--- src/rtl/pl_reset_seq_pkg.sv ---
// Shared types and constants for the staged PL reset sequencer.
package pl_reset_seq_pkg;

    typedef enum logic [2:0] {
        StReset    = 3'd0,
        StWaitLock = 3'd1,
        StHold     = 3'd2,
        StRelIc    = 3'd3,
        StRun      = 3'd4
    } pl_rst_state_t;

    localparam int unsigned RUN_CNT_W   = 32;
    localparam int unsigned SYNC_STAGES = 2;

    function automatic int unsigned max_u(input int unsigned a, input int unsigned b);
        return (a > b) ? a : b;
    endfunction

endpackage

--- src/rtl/pl_sync_2ff.sv ---
// Single-bit multi-flop synchroniser with synchronous active-high clear.
module pl_sync_2ff
    import pl_reset_seq_pkg::*;
(
    input  logic clk_i,
    input  logic clr_i,
    input  logic d_i,
    output logic q_o
);

    logic [SYNC_STAGES-1:0] sync_q;

    always_ff @(posedge clk_i) begin
        if (clr_i) begin
            sync_q <= '0;
        end else begin
            sync_q <= {sync_q[SYNC_STAGES-2:0], d_i};
        end
    end

    assign q_o = sync_q[SYNC_STAGES-1];

endmodule

--- src/rtl/pl_reset_seq.sv ---
// Staged PL reset sequencer: interconnect released before peripherals once lock is stable.
// Optional lock watchdog enabled by defining PL_RESET_SEQ_LOCK_WDOG_EN.
module pl_reset_seq
    import pl_reset_seq_pkg::*;
#(
    parameter int unsigned RST_HOLD_CYCLES     = 16,
    parameter int unsigned SEQ_GAP_CYCLES      = 4,
    parameter int unsigned LOCK_TIMEOUT_CYCLES = 1024
) (
    input  logic                 pl_clk0,
    input  logic                 pl_rst,
    input  logic                 dcm_locked,
    input  logic                 aux_reset_in,
    output logic                 interconnect_aresetn,
    output logic                 peripheral_aresetn,
    output logic                 peripheral_reset,
    output logic [2:0]           rst_state,
    output logic [RUN_CNT_W-1:0] run_cycles,
    output logic                 lock_timeout
);

    localparam int unsigned CntW = $clog2(max_u(RST_HOLD_CYCLES, SEQ_GAP_CYCLES)) + 1;
    localparam logic [CntW-1:0] HoldLast = CntW'(RST_HOLD_CYCLES - 1);
    localparam logic [CntW-1:0] GapLast  = CntW'(SEQ_GAP_CYCLES - 1);

    logic locked_s, aux_s, abort;

    pl_sync_2ff u_sync_locked (
        .clk_i (pl_clk0),
        .clr_i (pl_rst),
        .d_i   (dcm_locked),
        .q_o   (locked_s)
    );

    pl_sync_2ff u_sync_aux (
        .clk_i (pl_clk0),
        .clr_i (pl_rst),
        .d_i   (aux_reset_in),
        .q_o   (aux_s)
    );

    pl_rst_state_t        state_q, state_d;
    logic [CntW-1:0]      cnt_q, cnt_d;
    logic [RUN_CNT_W-1:0] run_q, run_d;
    logic                 ic_aresetn_q, per_aresetn_q;

    always_comb begin
        state_d = state_q;
        cnt_d   = cnt_q;
        abort   = !locked_s || aux_s;
        case (state_q)
            StReset: state_d = StWaitLock;
            StWaitLock: begin
                if (!abort) begin
                    state_d = StHold;
                    cnt_d   = '0;
                end
            end
            StHold: begin
                // Abort outranks the terminal count.
                if (abort) begin
                    state_d = StWaitLock;
                end else if (cnt_q == HoldLast) begin
                    state_d = StRelIc;
                    cnt_d   = '0;
                end else begin
                    cnt_d = cnt_q + 1'b1;
                end
            end
            StRelIc: begin
                if (abort) begin
                    state_d = StWaitLock;
                end else if (cnt_q == GapLast) begin
                    state_d = StRun;
                    cnt_d   = '0;
                end else begin
                    cnt_d = cnt_q + 1'b1;
                end
            end
            StRun: begin
                if (abort) begin
                    state_d = StWaitLock;
                end
            end
            default: state_d = StReset;
        endcase

        if (state_d != StRun) begin
            run_d = '0;
        end else if (state_q == StRun && run_q != '1) begin
            run_d = run_q + 1'b1;
        end else begin
            run_d = run_q;
        end
    end

    always_ff @(posedge pl_clk0) begin
        if (pl_rst) begin
            state_q       <= StReset;
            cnt_q         <= '0;
            run_q         <= '0;
            ic_aresetn_q  <= 1'b0;
            per_aresetn_q <= 1'b0;
        end else begin
            state_q       <= state_d;
            cnt_q         <= cnt_d;
            run_q         <= run_d;
            ic_aresetn_q  <= (state_d == StRelIc) || (state_d == StRun);
            per_aresetn_q <= (state_d == StRun);
        end
    end

    assign interconnect_aresetn = ic_aresetn_q;
    assign peripheral_aresetn   = per_aresetn_q;
    assign peripheral_reset     = ~per_aresetn_q;
    assign rst_state            = state_q;
    assign run_cycles           = run_q;

`ifdef PL_RESET_SEQ_LOCK_WDOG_EN
    logic [31:0] wdog_q, wdog_d;
    logic        timeout_q, timeout_d;

    always_comb begin
        wdog_d    = '0;
        timeout_d = timeout_q;
        if (state_q == StWaitLock) begin
            wdog_d = (wdog_q != '1) ? wdog_q + 1'b1 : wdog_q;
            if (wdog_q == 32'(LOCK_TIMEOUT_CYCLES - 1)) begin
                timeout_d = 1'b1;
            end
        end
    end

    always_ff @(posedge pl_clk0) begin
        if (pl_rst) begin
            wdog_q    <= '0;
            timeout_q <= 1'b0;
        end else begin
            wdog_q    <= wdog_d;
            timeout_q <= timeout_d;
        end
    end

    assign lock_timeout = timeout_q;
`else
    // Watchdog absent; the parameter stays in the interface for build compatibility.
    assign lock_timeout = (LOCK_TIMEOUT_CYCLES == 0) & 1'b0;
`endif

endmodule
--- config.mk ---
export PLATFORM = sky130hd
export DESIGN_NAME = pl_reset_seq
export DESIGN_NICKNAME = d
export VERILOG_FILES = /design/src/rtl/pl_reset_seq_pkg.sv /design/src/rtl/pl_sync_2ff.sv /design/src/rtl/pl_reset_seq.sv
export SDC_FILE = /design/constraint.sdc
export NUM_CORES = 1
export LEC_CHECK = 0
export ABC_AREA = 0
export ABC_CLOCK_PERIOD_IN_PS = 2200
export BUFFER_PORTS_ARGS = -buffer_cell sky130_fd_sc_hd__buf_2
export CAP_MARGIN = 30
export CORE_MARGIN = 10
export CORE_UTILIZATION = 40
export CTS_CLUSTER_DIAMETER = 100
export CTS_CLUSTER_SIZE = 14
export DETAILED_ROUTE_END_ITERATION = 10
export GPL_ROUTABILITY_DRIVEN = 1
export SETUP_SLACK_MARGIN = 0.2
export SLEW_MARGIN = 15
export SYNTH_ARGS = -nofsm -noshare
export SYNTH_HDL_FRONTEND = slang
export SYNTH_SLANG_ARGS = --single-unit
export TNS_END_PERCENT = 30
--- constraint.sdc ---
create_clock -name pl_clk0 -period 2.2 [get_ports pl_clk0]
set_clock_uncertainty 0.15 [all_clocks]
set_input_delay 0.22 -clock pl_clk0 [delete_from_list [all_inputs] [get_ports pl_clk0]]
set_output_delay 0.22 -clock pl_clk0 [all_outputs]
set_load 0.02 [all_outputs]
==> run metrics <==
share of layout cells above drive strength 1 0.308; port bufs 41; DR WL/cell 14.6 µm; fmax 0.486 GHz; Seq/Total Area, Yosys 0.392; Initial Utilization 0.419; Critical Path End Type flop; non-filler cells, final 426; Clock Latency Late Sink 300 ps; final WL 6.24 mm; DRT antenna net count 0; Hold Path Class in -> reg; die width 96.7 µm; largest net degree at the start of global routing 18; startpoint types flop; final hold violation count 0; synth top area cells dfxtp_1 39%, nand2_1 4.3%, or3_1 4.0%, a21oi_1 3.6%, o21ai_0 3.6%; distinct cell type count after synthesis 46; Cells after Synth 285; Worst Path Required 2300 ps; Peak supply drop 0.000278 V; drt drc 0; placer congestion estimate 0.875; period utilisation layout 0.936; Avg Inst Size Synth 8.25 µm²; max-slew violation count 0; Final TNS setup 0 ps; CP max FO 9; hold path cells 2; R2R depth 7; via count 2321; deepest clock path buffer count 2; Die Area 9340 µm²; Synth top area share 0.392; RSZ-0062 raised after global routing yes; Pre-Repair DR Iteration Count 4; global route overflow 0; max cap viols 0; number of global-route vias before repair 2161; Layout Area Growth over Synthesis 29.4%; CP Data Arrival Time 2150 ps; Pwr per Cell Area 462 nW/µm²; DP HPWL 4.42 mm; setup violators final 0; CTS sink count 46; fin area 3040 µm²; crit path kind reg -> reg; die height 96.7 µm; fin util 0.543; Leakage 1.20 nW; synthesized flop and latch total 46; minimum hold slack 49.8 ps; Syn Nets 293; Async S/R FF share, synth 0; clk slew on worst S/H paths 80 ps; H-tree levels 2; # nets final 361; outcome finished, final reports clean; cell taking the most area after synthesis dfxtp_1; initial DRC count 60; CTS tree built; Fill cells 552; Cell Area, Synth 2350 µm²; EDFF count, synth 0; Yosys Warn Count 0; Main synth FF type dfxtp_1; min Tclk post-route 2060 ps; CTS Root Cell clkbuf_8; Inst Count DP 407; placed cell area 2800 µm²; initial antenna violation count 0; io pins 43; FP Rows 27; first-pass GRT wire length 10.6 mm; CTS Buf Count 5; Diodes inserted 0; GRT Resource Usage Total 0.130; area of the core 5610 µm²; Vias/cell 5.45
-- critical path, cell delays in order, from the launching register on --
cell and delay, ps:
dfxtp_2 370, ha_4 150, nor4b_4 200, a31oi_1 120
or3_4 410, buf_4 160, or4_1 390, nand2_1 60
-- cells in the final DEF, fill, tap and decap left out, types with 3 or more instances in the layout --
master    count
xor2_1        5
inv_1        12
nand2_1      27
buf_2        41
nand2b_1      4
or4_1         8
clkbuf_8      6
buf_4        29
o211ai_1      6
nand3_1      14
or3_1        15
nor2b_1       6
dfxtp_2       8
dfxtp_1      34
o21ai_0      17
dfxtp_4       4
nor3_1        6
o31ai_1       4
mux2i_1       3
and3_1        6
a21oi_1      17
nor2_1       17
nand4_1      13
and2_1        3
and4_1        3
-- area by class of cell --
class | count | area [µm²] | area share
sequential | 46 | 946 | 0.311
tap | 72 | 90.1 | 0.0296
inverter | 12 | 45.0 | 0.0148
multi-input combinational | 213 | 1390 | 0.455
clock buffer | 7 | 86.3 | 0.0284
clock inverter | 1 | 5.00 | 0.00164
timing repair buffer | 75 | 485 | 0.160
-- layer usage --
layer	vias up	track usage	wire length, µm
li1	1180	-	-
met1	1084	0.171	3060
met2	45	0.200	2820
met5	-	0	0
met4	0	0.0451	121
met3	12	0.0334	234
-- cells in the mapped netlist (7+ instances only) --
cell      n
nor2_1   17
nand4_1  13
or3_1    15
a21oi_1  17
nand2_1  27
nand3_1  16
o21ai_0  17
or4_1     8
inv_1    12
and3_1    7
dfxtp_1  46
-- logic make-up (layout without fill, tap and decap cells) --
group | after synthesis | count (layout) | synth area share
compound gates | 61 | 61 | 0.162
xor+xnor | 7 | 7 | 0.0261
fa+ha+maj | 4 | 4 | 0.0213
buf+inv | 27 | 95 | 0.0537
flops | 46 | 46 | 0.392
mux | 3 | 3 | 0.0128
other cells | 1 | 1 | 0.00160
simple gates | 136 | 137 | 0.331
-- flip-flops by register name, summed over array words and instances (netlist names) --
| signal | cells |
|---|---|
| cnt_q | 5 |
| interconnect_aresetn | 1 |
| peripheral_aresetn | 1 |
| rst_state | 3 |
| run_cycles | 32 |
| u_sync_aux.sync_q | 2 |
| u_sync_locked.sync_q | 2 |
-- stage by stage --
stage | power (mW) | setup WS, ps
floorplan | 0.879 | 86.7
CTS | 1.43 | 148
global route | 1.47 | 60.3
global placement | 0.888 | 102
detailed placement | 0.888 | 65.1
finish | 1.41 | 141
-- where the power goes --
group          switching [mW]  internal, mW  total, mW
Clock                   0.283         0.254      0.537
Combinational          0.0173        0.0134     0.0307
Sequential            0.00619         0.833      0.839
Total                   0.307          1.10       1.41
-- path summary, 6_finish.rpt --
check / start / endpoint / slack [ps]
worst min-delay path: pl_rst / rst_state[1] / 50
worst max register to register: cnt_q[1] / run_cycles[17] / 140
worst max-delay path: cnt_q[1] / run_cycles[17] / 140
worst min register to register: u_sync_aux.sync_q[0] / u_sync_aux.sync_q[1] / 290
-- timing repair --
| action | CTS | global route |
|---|---|---|
| gates resized for setup | 2 | 15 |
| hold buffers | 2 | 0 |
| cloned | 1 | 1 |
| pin swaps | 2 | 0 |
| buffers inserted | 2 | 5 |
| hold endpoints to repair | 2 | 0 |
| setup endpoints to repair | 17 | 30 |
No activity file was read; power rests on OpenSTA's default activity.
